**config.mk**
```make
export PLATFORM = sky130hd
export DESIGN_NAME = tone_period_classifier
export DESIGN_NICKNAME = d
export VERILOG_FILES = /design/src/rtl/tone_classifier_pkg.sv /design/src/rtl/tone_edge_conditioner.sv /design/src/rtl/tone_period_classifier.sv
export SDC_FILE = /design/constraint.sdc
export NUM_CORES = 1
export LEC_CHECK = 0
export BUFFER_PORTS_ARGS = -buffer_cell sky130_fd_sc_hd__buf_4
export CAP_MARGIN = 40
export CORE_MARGIN = 5
export CORE_UTILIZATION = 30
export DETAILED_ROUTE_END_ITERATION = 8
export GPL_TIMING_DRIVEN = 0
export PLACE_DENSITY = 0.51
export SLEW_MARGIN = 0
export SYNTH_ARGS = -nofsm -noshare
export SYNTH_HDL_FRONTEND = slang
export SYNTH_SLANG_ARGS = --single-unit
```
**constraint.sdc**
```tcl
create_clock -name s00_axi_aclk -period 6.85 [get_ports s00_axi_aclk]
set_clock_uncertainty 0.05 [all_clocks]
set_input_delay 1.37 -clock s00_axi_aclk [delete_from_list [all_inputs] [get_ports s00_axi_aclk]]
set_output_delay 1.37 -clock s00_axi_aclk [all_outputs]
set_load 0.05 [all_outputs]
```
**src/rtl/tone_classifier_pkg.sv**
```systemverilog
// Shared encodings, FSM states and period-window arithmetic for the tone period classifier.
package tone_classifier_pkg;

  localparam logic [1:0] CLASS_NONE = 2'd0;
  localparam logic [1:0] CLASS_F0   = 2'd1;
  localparam logic [1:0] CLASS_F1   = 2'd2;

  typedef enum logic [1:0] {
    IDLE      = 2'd0,
    WAIT_EDGE = 2'd1,
    MEASURE   = 2'd2
  } state_e;

  typedef struct packed {
    int unsigned min0;
    int unsigned max0;
    int unsigned min1;
    int unsigned max1;
    int unsigned timeout;
  } window_t;

  // Period windows in clock cycles; integer division truncates toward zero.
  function automatic window_t calc_windows(input int unsigned clk_hz,
                                           input int unsigned f0_hz,
                                           input int unsigned f1_hz,
                                           input int unsigned dev_hz);
    window_t w;
    w.min0    = clk_hz / (f0_hz + dev_hz);
    w.max0    = clk_hz / (f0_hz - dev_hz);
    w.min1    = clk_hz / (f1_hz + dev_hz);
    w.max1    = clk_hz / (f1_hz - dev_hz);
    w.timeout = (w.max0 > w.max1) ? w.max0 : w.max1;
    return w;
  endfunction

endpackage

```
**src/rtl/tone_edge_conditioner.sv**
```systemverilog
// Brings the pixel MSB into the clock domain and flags its rising edges.
// Optional persistence filter enabled by TONE_CLASSIFIER_GLITCH_FILTER_EN.
module tone_edge_conditioner #(
  parameter int unsigned GLITCH_CYCLES = 3
) (
  input  logic clk_i,
  input  logic srst_n_i,
  input  logic sample_i,
  output logic rise_o
);

`ifdef TONE_CLASSIFIER_GLITCH_FILTER_EN
  localparam bit FILTER_EN = 1'b1;
`else
  localparam bit FILTER_EN = 1'b0;
`endif

  logic sync1_q;
  logic sync2_q;
  logic prev_q;
  logic level;

  // NOTE: non-blocking assignments so each flop takes the previous stage's old value on the same edge.
  always_ff @(posedge clk_i) begin
    if (!srst_n_i) begin
      sync1_q <= 1'b0;
      sync2_q <= 1'b0;
    end else begin
      sync1_q <= sample_i;
      sync2_q <= sync1_q;
    end
  end

  if (FILTER_EN && (GLITCH_CYCLES > 0)) begin : g_filter
    localparam int unsigned CW = $clog2(GLITCH_CYCLES + 1);
    logic [CW-1:0] run_q;
    logic          filt_q;

    // Level flips only after GLITCH_CYCLES consecutive samples disagree with it.
    always_ff @(posedge clk_i) begin
      if (!srst_n_i) begin
        run_q  <= '0;
        filt_q <= 1'b0;
      end else if (sync2_q == filt_q) begin
        run_q <= '0;
      end else if (run_q == CW'(GLITCH_CYCLES - 1)) begin
        run_q  <= '0;
        filt_q <= sync2_q;
      end else begin
        run_q <= run_q + CW'(1);
      end
    end

    assign level = filt_q;
  end else begin : g_bypass
    assign level = sync2_q;
  end

  always_ff @(posedge clk_i) begin
    if (!srst_n_i) prev_q <= 1'b0;
    else           prev_q <= level;
  end

  assign rise_o = level & ~prev_q;

endmodule

```
**src/rtl/tone_period_classifier.sv**
```systemverilog
// Measures rise-to-rise periods of one pixel stream and accumulates time spent on each target tone.
// Glitch filter in the edge path is enabled by TONE_CLASSIFIER_GLITCH_FILTER_EN.
module tone_period_classifier
  import tone_classifier_pkg::*;
#(
  parameter int unsigned FREQUENCY0          = 9000,
  parameter int unsigned FREQUENCY1          = 11000,
  parameter int unsigned FREQUENCY_DEVIATION = 10,
  parameter int unsigned CLOCK_FREQUENCY     = 100000000,
  parameter int unsigned VALUE_WIDTH         = 32,
  parameter int unsigned GLITCH_CYCLES       = 3
) (
  input  logic                   s00_axi_aclk,
  input  logic                   s00_axi_aresetn,
  input  logic                   sample_data,
  input  logic                   enable,
  input  logic                   clear,
  output logic [VALUE_WIDTH-1:0] f0_value,
  output logic [VALUE_WIDTH-1:0] f1_value,
  output logic                   period_valid,
  output logic [1:0]             period_class
);

  localparam window_t WIN = calc_windows(CLOCK_FREQUENCY, FREQUENCY0, FREQUENCY1,
                                         FREQUENCY_DEVIATION);

  localparam logic [VALUE_WIDTH-1:0] MIN0    = VALUE_WIDTH'(WIN.min0);
  localparam logic [VALUE_WIDTH-1:0] MAX0    = VALUE_WIDTH'(WIN.max0);
  localparam logic [VALUE_WIDTH-1:0] MIN1    = VALUE_WIDTH'(WIN.min1);
  localparam logic [VALUE_WIDTH-1:0] MAX1    = VALUE_WIDTH'(WIN.max1);
  localparam logic [VALUE_WIDTH-1:0] TIMEOUT = VALUE_WIDTH'(WIN.timeout);
  localparam logic [VALUE_WIDTH-1:0] ONE     = VALUE_WIDTH'(1);

  logic                   srst_n;
  logic                   rise;
  state_e                 state_q;
  logic [VALUE_WIDTH-1:0] count_q;
  logic [VALUE_WIDTH-1:0] f0_q;
  logic [VALUE_WIDTH-1:0] f1_q;
  logic                   valid_q;
  logic [1:0]             class_q;
  logic [1:0]             match_class_d;

  // Clear behaves exactly like reset, including the synchronizer.
  assign srst_n = s00_axi_aresetn & clear;

  tone_edge_conditioner #(
    .GLITCH_CYCLES (GLITCH_CYCLES)
  ) u_edge (
    .clk_i    (s00_axi_aclk),
    .srst_n_i (srst_n),
    .sample_i (sample_data),
    .rise_o   (rise)
  );

  function automatic logic [VALUE_WIDTH-1:0] sat_add(input logic [VALUE_WIDTH-1:0] a,
                                                     input logic [VALUE_WIDTH-1:0] b);
    logic [VALUE_WIDTH:0] sum;
    sum = {1'b0, a} + {1'b0, b};
    return sum[VALUE_WIDTH] ? '1 : sum[VALUE_WIDTH-1:0];
  endfunction

  // f0 is tested first so it wins where the windows overlap.
  always_comb begin
    match_class_d = CLASS_NONE;
    if ((count_q >= MIN0) && (count_q <= MAX0))      match_class_d = CLASS_F0;
    else if ((count_q >= MIN1) && (count_q <= MAX1)) match_class_d = CLASS_F1;
  end

  always_ff @(posedge s00_axi_aclk) begin
    if (!srst_n) begin
      state_q <= IDLE;
      count_q <= '0;
      f0_q    <= '0;
      f1_q    <= '0;
      valid_q <= 1'b0;
      class_q <= CLASS_NONE;
    end else begin
      valid_q <= 1'b0;
      if (!enable) begin
        state_q <= IDLE;
        count_q <= '0;
      end else begin
        case (state_q)
          IDLE: begin
            count_q <= '0;
            state_q <= WAIT_EDGE;
          end
          WAIT_EDGE: begin
            if (rise) begin
              count_q <= ONE;
              state_q <= MEASURE;
            end
          end
          MEASURE: begin
            // A rise on the timeout cycle is still classified; only an edgeless overrun drops the tone.
            if (rise) begin
              valid_q <= 1'b1;
              class_q <= match_class_d;
              if (match_class_d == CLASS_F0) f0_q <= sat_add(f0_q, count_q);
              if (match_class_d == CLASS_F1) f1_q <= sat_add(f1_q, count_q);
              count_q <= ONE;
            end else if (count_q > TIMEOUT) begin
              count_q <= '0;
              state_q <= WAIT_EDGE;
            end else begin
              count_q <= count_q + ONE;
            end
          end
          default: begin
            count_q <= '0;
            state_q <= IDLE;
          end
        endcase
      end
    end
  end

  assign f0_value     = f0_q;
  assign f1_value     = f1_q;
  assign period_valid = valid_q;
  assign period_class = class_q;

endmodule

```
==> impl_metrics.yaml, run 1 <==
status:
  status: "finished, final reports clean"
finish:
  diodes: 0
  drive_above_1_share_pct: 11.5
  final_area_um2: 8220
  nets: 1026
  multiInputGateArea_um2: 4680
  seq_area_um2: 2080
  nFillCells: 2527
  syn2layout_area_growth_pct: 17.2
  layoutNonFillerInstCount: 1273
timing:
  slew_violations: 0
  hold_viol_final: 0
  worst_slew_pin_slew_ps: 599
  fmax_mhz: 287
  period_minus_slack_ps: 3490
  rsz0062_at_grt: "no"
  finalSetupTns_ps: 0
  slew_headroom_pct: 59.0
  fin_crit_sh_pct: 50.9
  setup_viol: 0
clocking:
  clk_path_buf_depth: 2
  cts_root_buf: "clkbuf_16"
  path_clk_slew_ps: 70
  insertion_delay_ps: 350
  hold_buffers: 0
  cts_max_level: 3
  clkSinkCount: 104
  postCtsSetupRepairBufs: 0
  cts_tree: "yes"
  cts_buffers: 9
  cts_resized: 0
worst_setup_path:
  rr_worst_depth: 12
  r2r-start: "count_q[0]"
  cp_slowest_cell: "fa_1"
  cp_max_fo: 10
  r2r-end: "f1_value[3]"
  required_ps: 7040
  startpoint_type: "flip-flop"
  cp.arrival_ps: 3670
  critPathCaptureType: "flip-flop"
  regToRegSetupSlack_ps: 3360
  critical_path.max_stage_delay_ps: 440
  startpoint: "count_q[0]"
  worstSetupEndpoint: "f1_value[3]"
  cp_cell_sequence: "ha_1 -> fa_1 -> a211oi_1 -> o211ai_1 -> a41oi_2 -> o211a_1 -> nand3b_1 -> nor3_1 -> o21a_1 -> nor3_2 -> buf_4 -> a21oi_1"
  criticalPathCategory: "flip-flop to flip-flop"
logic_synthesis:
  synth_seq_cells: 104
  synth_nets: 944
  synth-warning-count: 0
  async_flop_share_pct: 0
  yosys_most_used_dff: "dfxtp_1"
  yosysSeqAreaShare_pct: 29.7
  syn_area_um2: 7010
  avgSynthCellArea_um2: 8.08
  synth_edf_count: 0
  synthCells: 867
  synth_cell_type_count: 67
routing:
  first_pass_iters: 4
  via_count: 6439
  drtIter0Drc: 311
  final_antenna_net_count: 0
  drc: 0
  wire_per_inst_um: 15.9
  wl_mm: 20.2
  viasPerCell: 5.06
die:
  pin_count: 72
  die-area_um2: 26500
  start_util_pct: 30.1
  std_cell_rows: 56
  die_y_um: 163
  fp.coreArea_um2: 23300
  die_w_um: 163
global_routing:
  grt_max_degree: 17
  antenna_found_initial: 0
  grt_pass1_vias: 6185
  grt_first_pass_wirelength_mm: 32.7
  overflow: 0
  grt_use_total_pct: 15.2
run:
  max_cap_viol_count: 0
placement:
  io_buffers: 71
  dpl.cell_count: 1257
  post_dp_cell_area_um2: 7940
  place.gp.congestion: 0.890
  dp_hpwl_mm: 15.8
pwr:
  total_power_mw: 1.12
  p_leak_nw: 3.53
  max-vdd-ir-drop_uv: 85.7
  power_density_nw_per_um2: 136
worst_hold_path:
  hold_path_class: "flip-flop to flip-flop"
  hold_depth: 1
## kinds of logic after synthesis
group / Yosys count / share of synthesized area [%]
AOI/OAI and AO/OA: 344 / 29.2
xor gates and xnor gates: 57 / 7.12
adders and majority gates: 72 / 13.1
buffers and inverters: 58 / 3.50
DFF: 104 / 29.7
muxes: 1 / 0.143
and+or+nand+nor: 231 / 17.3
## layout make-up
class / count / share of cell area, %
plain buffers: 35 / 1.93
clock inverters: 4 / 0.365
clock buffers: 12 / 3.00
well taps: 319 / 4.86
multi-input cells: 705 / 57.0
inverters: 23 / 1.05
repair buffers: 71 / 6.49
flip-flops and latches: 104 / 25.3
## critical path: cells and delay by family (launching register included)
family                     cells  cell delay [ps]
AOI/OAI and AO/OA              6             1340
and+or+nand+nor                3              570
buffers and inverters          1              280
adders and majority gates      2              710
DFF                            1              420
## Yosys cell counts, types with 3 or more instances
library cell    n  share of area [%]
nand2_1        48                2.6
buf_4           7               0.75
nor2b_1         5               0.45
nor3b_1         6               0.64
clkbuf_1       27                1.4
xnor2_1        22                2.7
a21oi_1       139                9.9
a311oi_1        3               0.38
a2111oi_0       3               0.38
o21ai_0       110                7.9
o21bai_1        6               0.64
a211oi_1        5               0.54
nor3_1          8               0.57
xor2_1         35                4.4
and2_1         24                2.1
nor2_1         55                2.9
nand3_1        19                1.4
ha_1           70                 12
nor4_1          5               0.45
nand2b_1       10               0.89
a21o_1         26                2.8
o21a_1          9               0.96
nand4_1        12                1.1
o211ai_1        4               0.43
and3_1         14                1.2
or3_1           7               0.62
or4_1           3               0.32
dfxtp_1       104                 30
a31oi_1         7               0.62
inv_1          23                1.2
## layer usage
layer,vias up,wire length [µm],track usage [%]
met2,97,8900,23.8
met4,0,349,4.65
met5,-,0,0
met3,18,658,2.05
met1,2960,10300,21.8
li1,3364,-,-
## power breakdown
group	total, mW	leakage, nW	switching, mW	internal, mW
clock	0.498	0.133	0.240	0.258
sequential	0.605	0.837	0.000405	0.605
combinational	0.0184	2.56	0.0131	0.00531
total	1.12	3.53	0.253	0.868
## worst min path at each step
stage	from	end	slack (ps)
global placement	u_edge.sync1_q	u_edge.level	400
CTS	u_edge.sync1_q	u_edge.level	420
detailed placement	u_edge.sync1_q	u_edge.level	410
floorplan	u_edge.sync1_q	u_edge.level	390
global route	u_edge.sync1_q	u_edge.level	450
finish	u_edge.sync1_q	u_edge.level	420
## state kept, by name, summed over array words and instances (netlist names)
register        cells
f1_value           32
state_q             2
u_edge.level        1
count_q            32
u_edge.sync1_q      1
period_valid        1
period_class        2
u_edge.prev_q       1
f0_value           32
## placed cells by master (no fill, tap or decap), types with 4 or more instances in the layout
master / instances
a21oi_1: 139
o21ai_0: 110
dfxtp_1: 104
buf_4: 78
ha_1: 70
nor2_1: 55
nand2_1: 48
xor2_1: 35
clkbuf_1: 29
a21o_1: 26
and2_1: 24
inv_1: 23
xnor2_1: 22
nand3_1: 19
and3_1: 14
nand4_1: 12
nand2b_1: 10
o21a_1: 9
clkbuf_16: 9
nor3_1: 8
or3_1: 7
a31oi_1: 7
nor3b_1: 6
o21bai_1: 6
nor2b_1: 5
nor4_1: 5
a211oi_1: 5
o211ai_1: 4
## metrics by stage
stage	util, %	hold slack (ps)	setup slack (ps)
final	35.3	421	3360
after global routing	35.3	447	3140
after CTS	35.3	422	3340
after detailed placement	34.1	406	3220
after global placement	34.1	399	3250
after floorplan	-	394	3850
Note: power is estimated with default switching activity, not from simulation.
==> inputs of run 2 (changes only) <==
--- a/config.mk
+++ b/config.mk
@@ -5,13 +5,14 @@
 export SDC_FILE = /design/constraint.sdc
 export NUM_CORES = 1
 export LEC_CHECK = 0
+export ABC_AREA = 1
 export BUFFER_PORTS_ARGS = -buffer_cell sky130_fd_sc_hd__buf_4
 export CAP_MARGIN = 40
 export CORE_MARGIN = 5
 export CORE_UTILIZATION = 30
 export DETAILED_ROUTE_END_ITERATION = 8
 export GPL_TIMING_DRIVEN = 0
-export PLACE_DENSITY = 0.51
+export PLACE_DENSITY = 0.52
 export SLEW_MARGIN = 0
 export SYNTH_ARGS = -nofsm -noshare
 export SYNTH_HDL_FRONTEND = slang
==> constraint.sdc (replaced) <==
create_clock -name s00_axi_aclk -period 2.8 [get_ports s00_axi_aclk]
set_clock_uncertainty 0.05 [all_clocks]
set_input_delay 0.56 -clock s00_axi_aclk [delete_from_list [all_inputs] [get_ports s00_axi_aclk]]
set_output_delay 0.56 -clock s00_axi_aclk [all_outputs]
set_load 0.05 [all_outputs]
==> run 2 against run 1 <==
Effect of this change: total power grew to 2.6 times the previous value; core utilization fell by 0.49 points; wire length rose by 63%; sequential share of layout area down 6.4 points; largest power group unchanged; highest routed layer unchanged.
==> impl_metrics.yaml, run 2 <==
status:
  status: "finished, final reports clean"
timing:
  fmax_mhz: 389
  whs_ps: 348
  hold_viol_final: 0
  period_minus_slack_ps: 2570
  rsz0062_at_grt: "no"
  fin_crit_sh_pct: 91.8
  setup_viol: 0
  slew_headroom_pct: 58.6
  worst_slew_pin_slew_ps: 621
  slew_violations: 0
clocking:
  cts_buffers: 9
  cts_tree: "yes"
  cts_max_level: 3
  clkSinkCount: 104
  path_clk_slew_ps: 90
  insertion_delay_ps: 380
  cts_root_buf: "clkbuf_16"
  clk_path_buf_depth: 2
routing:
  via_count: 10056
  drtIter0Drc: 785
  wire_per_inst_um: 15.2
  viasPerCell: 4.66
  drc: 0
  first_pass_iters: 5
  final_antenna_net_count: 0
  wl_mm: 32.9
die:
  die_y_um: 189
  fp.coreArea_um2: 31600
  die-area_um2: 35800
  pin_count: 72
  start_util_pct: 30.4
  std_cell_rows: 65
  die_w_um: 189
pwr:
  max-vdd-ir-drop_uv: 314
  switching_share_pct: 27.2
  combPwrFrac_pct: 2.1
  p_leak_nw: 6.02
  power_density_nw_per_um2: 268
  clkPwrFrac_pct: 47.8
  seqPwrFrac_pct: 50.1
  switching_power_mw: 0.805
  total_power_mw: 2.96
  p_int_mw: 2.15
finish:
  utilization_pct: 34.8
  syn2layout_area_growth_pct: 14.4
  final_common_cell: "nand2_1"
  drive_above_1_share_pct: 9.96
  nFillCells: 3570
  nets: 1829
  mostFrequentLayoutCells: "552 x nand2_1, 282 x inv_1, 227 x nor2_1, 103 x dfxtp_1, 89 x a21oi_1"
  layoutNonFillerInstCount: 2159
  diodes: 0
  final_area_um2: 11000
logic_synthesis:
  syn_area_um2: 9630
  synth_common_cells: "552 x nand2_1, 282 x inv_1, 227 x nor2_1"
  synth-warning-count: 0
  synth_nets: 1745
  synth_seq_cells: 104
  avgSynthCellArea_um2: 5.77
  yosysSeqAreaShare_pct: 21.6
  synth_top_cell_by_area: "dfxtp_1"
  synth_edf_count: 0
  yosysTopAreaCellShare_pct: 21.6
  synth.most_common_cell: "nand2_1"
  synthCells: 1668
  synth_cell_type_count: 43
  yosys_most_used_dff: "dfxtp_1"
  async_flop_share_pct: 0
  yosys-top-cells-area: "dfxtp_1 22%, nand2_1 22%, inv_1 11%"
worst_setup_path:
  critPathCaptureType: "flip-flop"
  cp.arrival_ps: 2800
  r2r-start: "count_q[0]"
  startpoint: "count_q[0]"
  cp_max_fo: 10
  criticalPathCategory: "flip-flop to flip-flop"
  startpoint_type: "flip-flop"
  required_ps: 3030
global_routing:
  grt_use_total_pct: 18.3
  grt_max_degree: 24
  overflow: 0
  grt_first_pass_wirelength_mm: 52.0
  grt_pass1_vias: 9328
  antenna_found_initial: 0
worst_hold_path:
  hold_path_class: "input port to flip-flop"
  hp-start: "sample_data"
placement:
  place.gp.congestion: 0.930
  dpl.cell_count: 2141
  io_buffers: 71
  dp_hpwl_mm: 27.5
  post_dp_cell_area_um2: 10700
run:
  max_cap_viol_count: 0
-- run 2: area by class of cell --
type / count / area (µm²) / area share, %
buffer: 31 / 241 / 2.19
clock buffer: 9 / 225 / 2.04
clock inverter: 7 / 96.3 / 0.874
inverter: 289 / 1090 / 9.87
multi-input combinational: 1244 / 6230 / 56.6
sequential: 104 / 2080 / 18.9
tap: 402 / 503 / 4.57
timing repair buffer: 73 / 548 / 4.97
-- run 2: worst max-delay path: stages, from the launching register on --
cell,delay (ps)
dfxtp_2,380
ha_1,260
fa_1,470
nand3_1,130
nand2_2,100
nand2_2,80
nand2_2,110
nand2_2,100
nand2_2,80
a21oi_4,260
buf_6,210
nand2_1,70
nor2_1,120
nor2_1,50
-- run 2: power by group through the flow --
stage	clock, mW	combinational (mW)	sequential [mW]
global placement	0	0.0617	1.52
floorplan	0	0.0352	1.51
finish	1.41	0.0613	1.48
global route	1.51	0.0680	1.48
detailed placement	0	0.0612	1.52
CTS	1.46	0.0614	1.48
-- run 2: cells by family (layout without fill, tap and decap cells) --
kind of cell | Yosys count | count (layout) | share of synthesized area [%]
AND/OR/NAND/NOR | 969 | 969 | 42.7
AO/OA/AOI/OAI | 178 | 178 | 10.2
buffers and inverters | 320 | 409 | 13.8
flip-flops | 104 | 104 | 21.6
XOR/XNOR | 25 | 25 | 2.27
adder cells (fa/ha/maj) | 72 | 72 | 9.51
-- run 2: layer usage --
layer  GRT usage, %  routed length, µm  vias to the layer above
met5              0                  0                        -
met4           4.06                486                        0
met3           2.21               1180                       28
met2           28.5              13900                      178
met1           27.2              17400                     4487
li1               -                  -                     5363
-- run 2: path summary, 6_finish.rpt --
check,endpoint,slack (ps),cells past startpoint
max,f0_value[28],230,13
min,u_edge.sync1_q,350,3
min reg2reg,u_edge.level,370,2
max reg2reg,f0_value[28],230,13
-- run 2: repair_timing --
| action | 4_1_cts | 5_1_grt |
|---|---|---|
| hold buffers | 0 | 0 |
| buffers inserted | 0 | 2 |
| setup endpoints to repair | 17 | 49 |
| resized for setup | 2 | 3 |
| endpoints found under the hold margin | 0 | 0 |
| pin swaps | 0 | 1 |
-- run 2: through the flow --
| step | setup WS (ps) | setup TNS, ps |
|---|---|---|
| final | 231 | 0 |
| after global routing | 52.0 | 0 |
| after CTS | 44.4 | 0 |
| after detailed placement | -127 | -468 |
| after global placement | -128 | -423 |
| after floorplan | 356 | 0 |
